`config.mk`:
```
export PLATFORM = sky130hd
export DESIGN_NAME = retire_rob
export DESIGN_NICKNAME = d
export VERILOG_FILES = /design/src/rtl/retire_rob.sv
export SDC_FILE = /design/constraint.sdc
export NUM_CORES = 1
export LEC_CHECK = 0
export BUFFER_PORTS_ARGS = -buffer_cell sky130_fd_sc_hd__buf_2
export CORE_ASPECT_RATIO = 1.4
export CORE_MARGIN = 2
export CORE_UTILIZATION = 57
export CTS_CLUSTER_SIZE = 25
export DETAILED_ROUTE_END_ITERATION = 8
export PLACE_DENSITY = 0.81
export SETUP_SLACK_MARGIN = 0.4
export SYNTH_ARGS = -nofsm -noshare
export SYNTH_HDL_FRONTEND = slang
export SYNTH_HIERARCHICAL = 1
export SYNTH_SLANG_ARGS = --single-unit
```
`constraint.sdc`:
```
create_clock -name clk -period 3.92 [get_ports clk]
set_input_delay 0.588 -clock clk [delete_from_list [all_inputs] [get_ports clk]]
set_output_delay 0.588 -clock clk [all_outputs]
set_load 0.02 [all_outputs]
```
`src/rtl/retire_rob.sv`:
```
// In-order retire buffer: ISSUE allocates in program order, NUM_SRC units complete by tag,
// ARF writeback drains strictly in order. Optional same-cycle completion bypass: RETIRE_CMP_BYPASS_EN.

module rob_entry #(
  parameter int XLEN = 32
) (
  input  logic            clk,
  input  logic            rst_n,
  input  logic            flush,
  input  logic            alloc,
  input  logic [4:0]      alloc_rd,
  input  logic            alloc_writes_rd,
  input  logic            cmp,
  input  logic [XLEN-1:0] cmp_data,
  input  logic            retire,
  output logic            valid,
  output logic            done,
  output logic [4:0]      rd,
  output logic            writes_rd,
  output logic [XLEN-1:0] data
);
  // Retire outranks a completion so a bypassed head never lingers as done.
  always_ff @(posedge clk or negedge rst_n) begin
    if (!rst_n) begin
      valid     <= 1'b0;
      done      <= 1'b0;
      rd        <= '0;
      writes_rd <= 1'b0;
      data      <= '0;
    end else if (flush || retire) begin
      valid <= 1'b0;
      done  <= 1'b0;
    end else if (alloc) begin
      valid     <= 1'b1;
      done      <= 1'b0;
      rd        <= alloc_rd;
      writes_rd <= alloc_writes_rd;
    end else if (cmp) begin
      done <= 1'b1;
      data <= cmp_data;
    end
  end
endmodule

module retire_rob #(
  parameter int NUM_SRC = 2,
  parameter int DEPTH   = 4,
  parameter int XLEN    = 32,
  localparam int TAG_W  = $clog2(DEPTH)
) (
  input  logic                     clk,
  input  logic                     rst_n,
  input  logic                     i_alloc_valid,
  input  logic [4:0]               i_alloc_rd,
  input  logic                     i_alloc_writes_rd,
  output logic                     o_alloc_ready,
  output logic [TAG_W-1:0]         o_alloc_tag,
  input  logic [NUM_SRC-1:0]       i_cmp_valid,
  input  logic [NUM_SRC*TAG_W-1:0] i_cmp_tag,
  input  logic [NUM_SRC*XLEN-1:0]  i_cmp_data,
  input  logic                     i_flush,
  input  logic                     i_stall,
  output logic                     o_wb_en,
  output logic [4:0]               o_wb_rd,
  output logic [XLEN-1:0]          o_wb_data,
  output logic                     o_fwd_writes_rd,
  output logic [4:0]               o_fwd_rd,
  output logic [XLEN-1:0]          o_fwd_data,
  output logic                     o_cmp_err,
  output logic [TAG_W:0]           o_count,
  output logic [31:0]              o_instret
);
  logic [TAG_W:0]               head, tail, count;
  logic [TAG_W-1:0]             head_idx, tail_idx;
  logic                         full, alloc_fire, fire;
  logic                         head_valid, head_done, head_ready;
  logic [XLEN-1:0]              head_data;
  logic                         err_now, cmp_err_q;
  logic [31:0]                  instret;

  logic [DEPTH-1:0]             e_valid, e_done, e_wr;
  logic [DEPTH-1:0][4:0]        e_rd;
  logic [DEPTH-1:0][XLEN-1:0]   e_data;
  logic [DEPTH-1:0]             cmp_we;
  logic [DEPTH-1:0][XLEN-1:0]   cmp_wdata;

  logic [NUM_SRC-1:0][TAG_W-1:0] src_tag;
  logic [NUM_SRC-1:0][XLEN-1:0]  src_data;
  logic [NUM_SRC-1:0]            dup;

  assign head_idx   = head[TAG_W-1:0];
  assign tail_idx   = tail[TAG_W-1:0];
  assign count      = tail - head;
  assign full       = (count == (TAG_W+1)'(DEPTH));
  assign alloc_fire = i_alloc_valid && o_alloc_ready;

  for (genvar s = 0; s < NUM_SRC; s++) begin : g_src
    assign src_tag[s]  = i_cmp_tag[s*TAG_W +: TAG_W];
    assign src_data[s] = i_cmp_data[s*XLEN +: XLEN];
  end

  // A source loses when any lower-numbered source targets the same tag this cycle.
  always_comb begin
    dup = '0;
    for (int s = 1; s < NUM_SRC; s++)
      for (int p = 0; p < s; p++)
        if (i_cmp_valid[p] && i_cmp_valid[s] && (src_tag[p] == src_tag[s]))
          dup[s] = 1'b1;
  end

  always_comb begin
    cmp_we    = '0;
    cmp_wdata = '0;
    err_now   = 1'b0;
    for (int s = 0; s < NUM_SRC; s++) begin
      if (i_cmp_valid[s]) begin
        if (dup[s] || !e_valid[src_tag[s]] || e_done[src_tag[s]]) begin
          err_now = 1'b1;
        end else begin
          cmp_we[src_tag[s]]    = 1'b1;
          cmp_wdata[src_tag[s]] = src_data[s];
        end
      end
    end
    if (i_flush) begin
      cmp_we  = '0;
      err_now = 1'b0;
    end
  end

  for (genvar e = 0; e < DEPTH; e++) begin : g_ent
    rob_entry #(.XLEN(XLEN)) u_ent (
      .clk             (clk),
      .rst_n           (rst_n),
      .flush           (i_flush),
      .alloc           (alloc_fire && (tail_idx == TAG_W'(e))),
      .alloc_rd        (i_alloc_rd),
      .alloc_writes_rd (i_alloc_writes_rd),
      .cmp             (cmp_we[e]),
      .cmp_data        (cmp_wdata[e]),
      .retire          (fire && (head_idx == TAG_W'(e))),
      .valid           (e_valid[e]),
      .done            (e_done[e]),
      .rd              (e_rd[e]),
      .writes_rd       (e_wr[e]),
      .data            (e_data[e])
    );
  end

  assign head_valid = e_valid[head_idx];
  assign head_done  = e_done[head_idx];

`ifdef RETIRE_CMP_BYPASS_EN
  // cmp_we on the head already implies valid && !done, so it doubles as the bypass hit.
  assign head_ready = head_done || cmp_we[head_idx];
  assign head_data  = head_done ? e_data[head_idx] : cmp_wdata[head_idx];
`else
  assign head_ready = head_done;
  assign head_data  = e_data[head_idx];
`endif

  assign fire = head_valid && head_ready && !i_stall && !i_flush;

  always_ff @(posedge clk or negedge rst_n) begin
    if (!rst_n) begin
      head      <= '0;
      tail      <= '0;
      instret   <= '0;
      cmp_err_q <= 1'b0;
    end else begin
      cmp_err_q <= err_now;
      if (i_flush) begin
        head <= '0;
        tail <= '0;
      end else begin
        if (alloc_fire) tail <= tail + 1'b1;
        if (fire)       head <= head + 1'b1;
      end
      if (fire) instret <= instret + 32'd1;
    end
  end

  assign o_alloc_ready   = !full && !i_flush;
  assign o_alloc_tag     = tail_idx;
  assign o_wb_en         = fire && e_wr[head_idx] && (e_rd[head_idx] != 5'd0);
  assign o_wb_rd         = fire ? e_rd[head_idx] : 5'd0;
  assign o_wb_data       = fire ? head_data : '0;
  assign o_fwd_writes_rd = o_wb_en;
  assign o_fwd_rd        = o_wb_rd;
  assign o_fwd_data      = o_wb_data;
  assign o_cmp_err       = cmp_err_q;
  assign o_count         = count;
  assign o_instret       = instret;
endmodule

```
==> reports/metrics.cfg <==
[placement]
dp_hpwl_um=18220
port_buffers=195
post_dp_cell_area_sq_um=12220
finalWeightedCongestion=0.8175

[floorplan]
fp.coreArea_sq_um=19770
io_pins=196
start_util_pct=57.98
die_height_um=171.8
die-area_sq_um=21280
row_count=61
die_x_um=123.9

[layout]
num_antenna_cells=0
mostFrequentLayoutCells=dfrtp_1 (197), buf_2 (193), mux2_2 (144)
areaGrowthSynthToFinish_pct=11.75
final_common_cell=dfrtp_1
design_area_sq_um=12810
drive_above_1_share_pct=44.86
final_nets=1101
num-fill-cells=1496

[power_and_ir_drop]
power_density_nw_per_um2=339.5
leakagePower_nw=6.149
ir_drop_mv=0.2687

[logic_synthesis]
yosys_warnings=6
netlist_area_sq_um=11460
yosys.area.top_type=dfrtp_1
netlist.area_leader.share_pct=43.45
syn-num-nets=978
synth_ff_type=dfrtp_1
syn_inst=886
async_flop_share_pct=100.0
syn_area_per_cell_sq_um=12.94
yosysSeqAreaShare_pct=43.45
ys_types=52
synth_edf_count=0
synth-seq-cells=199
synthTopCellsByArea=dfrtp_1 (43%), mux2_2 (14%), a32o_1 (11%)

[clock_network]
cts_resized=0
cts-buffers-inserted=17
ctsRootBufferMaster=clkbuf_16
clock_latency_ps=440
cts_hold_buffers=0
path_clk_slew_ps=70
cts.path.max_buffers=2
h-tree-depth=4
cts_sinks=199
postCtsSetupRepairBufs=0
cts_tree=done

[drt]
ant_nets=0
route.detailed.drc=0
first_pass_iters=6
drt-total-wl_um=29880
vias_per_cell=6.698
wl_per_cell_um=23.47
vias=8527
drt_iter0_markers=808

[worst_setup_path]
start_kind=flip-flop
crit_type=reg -> reg
cp.arrival_ps=3660
cp.required_ps=4240
crit_path_end_kind=flip-flop
critPathMaxFanout=7

[timing]
fin_skew_ps=7.533
finalSetupViolCount=0
tns_ps=0
worst_pin_slew_ps=900.3
slew_headroom_pct=39.98
fmax_ghz=0.2994
fin_hold_ws_ps=235.5
period_share_pct=85.19
hold_violations=0
period_needed_ps=3339
rsz0062_at_grt=no
drv_slew=0

[status]
run_status=complete, no violations

[global_route]
grt_usage_pct=28.49
first_global_vias=8457
grt_antenna_before_repair=0
grt_max_degree=109
overflow=0
grt_pass1_wl_um=46110

[worst_hold_path]
hold_path.class=in -> async

[flow_run]
max-cap-violations=0

-- kinds of logic (layout without fill, tap and decap cells) --
group,count (synthesis),in the layout,synth area share (%)
flip-flops,199,199,43.45
buffers and inverters,125,260,7.237
AND/OR/NAND/NOR,173,173,9.300
AO/OA/AOI/OAI,149,149,13.04
multiplexers,192,192,22.68
adder cells (fa/ha/maj),11,11,1.266
XOR/XNOR,37,37,3.024
-- sequential cells by signal, indices dropped and copies added, names as in the netlist --
register               count
g_ent.u_ent/data         128
o_instret                 32
g_ent.u_ent/rd            20
g_ent.u_ent/done           4
g_ent.u_ent/valid          4
g_ent.u_ent/writes_rd      4
head                       3
tail                       3
o_cmp_err                  1
-- area by class of cell --
type	count	area, sq um	share of cell area (%)
clock buffers	24	491.7	3.839
flip-flops and latches	199	4985	38.92
multi-input cells	562	5705	44.54
repair buffers	219	1180	9.212
clock inverters	7	93.84	0.7326
inverters	10	37.54	0.2931
well taps	252	315.3	2.462
-- metal layers --
metal | wire length (um) | vias to the layer above | global-route usage (%) | part of all wire, %
met5 | 0 | - | 0 | 0
li1 | - | 3658 | - | -
met4 | 683 | 0 | 10.62 | 2.3
met2 | 15390 | 458 | 48.23 | 52
met3 | 2171 | 53 | 5.139 | 7.3
met1 | 11630 | 4358 | 36.30 | 39
-- cell usage after synthesis (2+ instances only) --
master    instances
nand4b_1          2
clkbuf_1         32
nor2_1           26
xnor2_1          24
nand2b_1          4
and3_1           53
and2_1            5
mux2_2          144
nor3b_2           4
o21ai_0           3
nand3_1          13
inv_1            10
a311oi_4          3
nand2_1          18
nor2_2            2
a21oi_2           2
nor3b_1           3
clkbuf_8          3
buf_2            17
a32o_1          130
buf_4            41
a21oi_1           4
a311oi_2          2
nor4_1            4
nor2b_1           2
ha_1             10
xor2_1           11
nor3_1           11
buf_6            20
a31oi_1           2
mux4_2           39
nand4_1          13
dfrtp_1         199
nand3b_1          2
nor4b_4           4
mux2_1            8
-- path summary, 6_finish.rpt --
check / start / to / slack [ps] / cells after the start
setup / recovery: tail[0] / g_ent[2].u_ent/writes_rd / 580 / 8
hold / removal: rst_n / g_ent[2].u_ent/data[9] / 240 / 1
setup reg to reg: tail[0] / g_ent[2].u_ent/writes_rd / 580 / 8
hold reg to reg: o_instret[31] / o_instret[31] / 490 / 1
max in group asynchronous: rst_n / g_ent[1].u_ent/data[23] / 2740 / 2
min in group clk: i_alloc_rd[4] / g_ent[1].u_ent/rd[4] / 440 / 2
-- power breakdown --
part           internal [mW]  total [mW]  switching (mW)
combinational          0.166       0.396           0.230
clock                   1.00        1.76           0.760
sequential              2.14        2.19          0.0483
-- critical path, stage by stage (launching register included) --
cell and delay [ps]:
dfrtp_1 440, inv_1 110, ha_1 230, fa_1 370, xor3_1 270, a311oi_4 460, and2_1 340, nor3b_2 590
mux2_2 410
-- through the flow --
step | std cells | setup slack (ps) | total power, mW | util (%)
3_5_place_dp | 1242 | 656.8 | 2.617 | 61.83
3_3_place_gp | 1242 | 732.0 | 2.605 | 61.83
6_report | 1273 | 580.5 | 4.348 | 64.80
2_1_floorplan | 886 | 949.9 | 2.427 | -
4_1_cts | 1273 | 566.5 | 4.371 | 64.80
5_1_grt | 1273 | 412.2 | 4.494 | 64.80
Power figures use the tool's default switching activity.
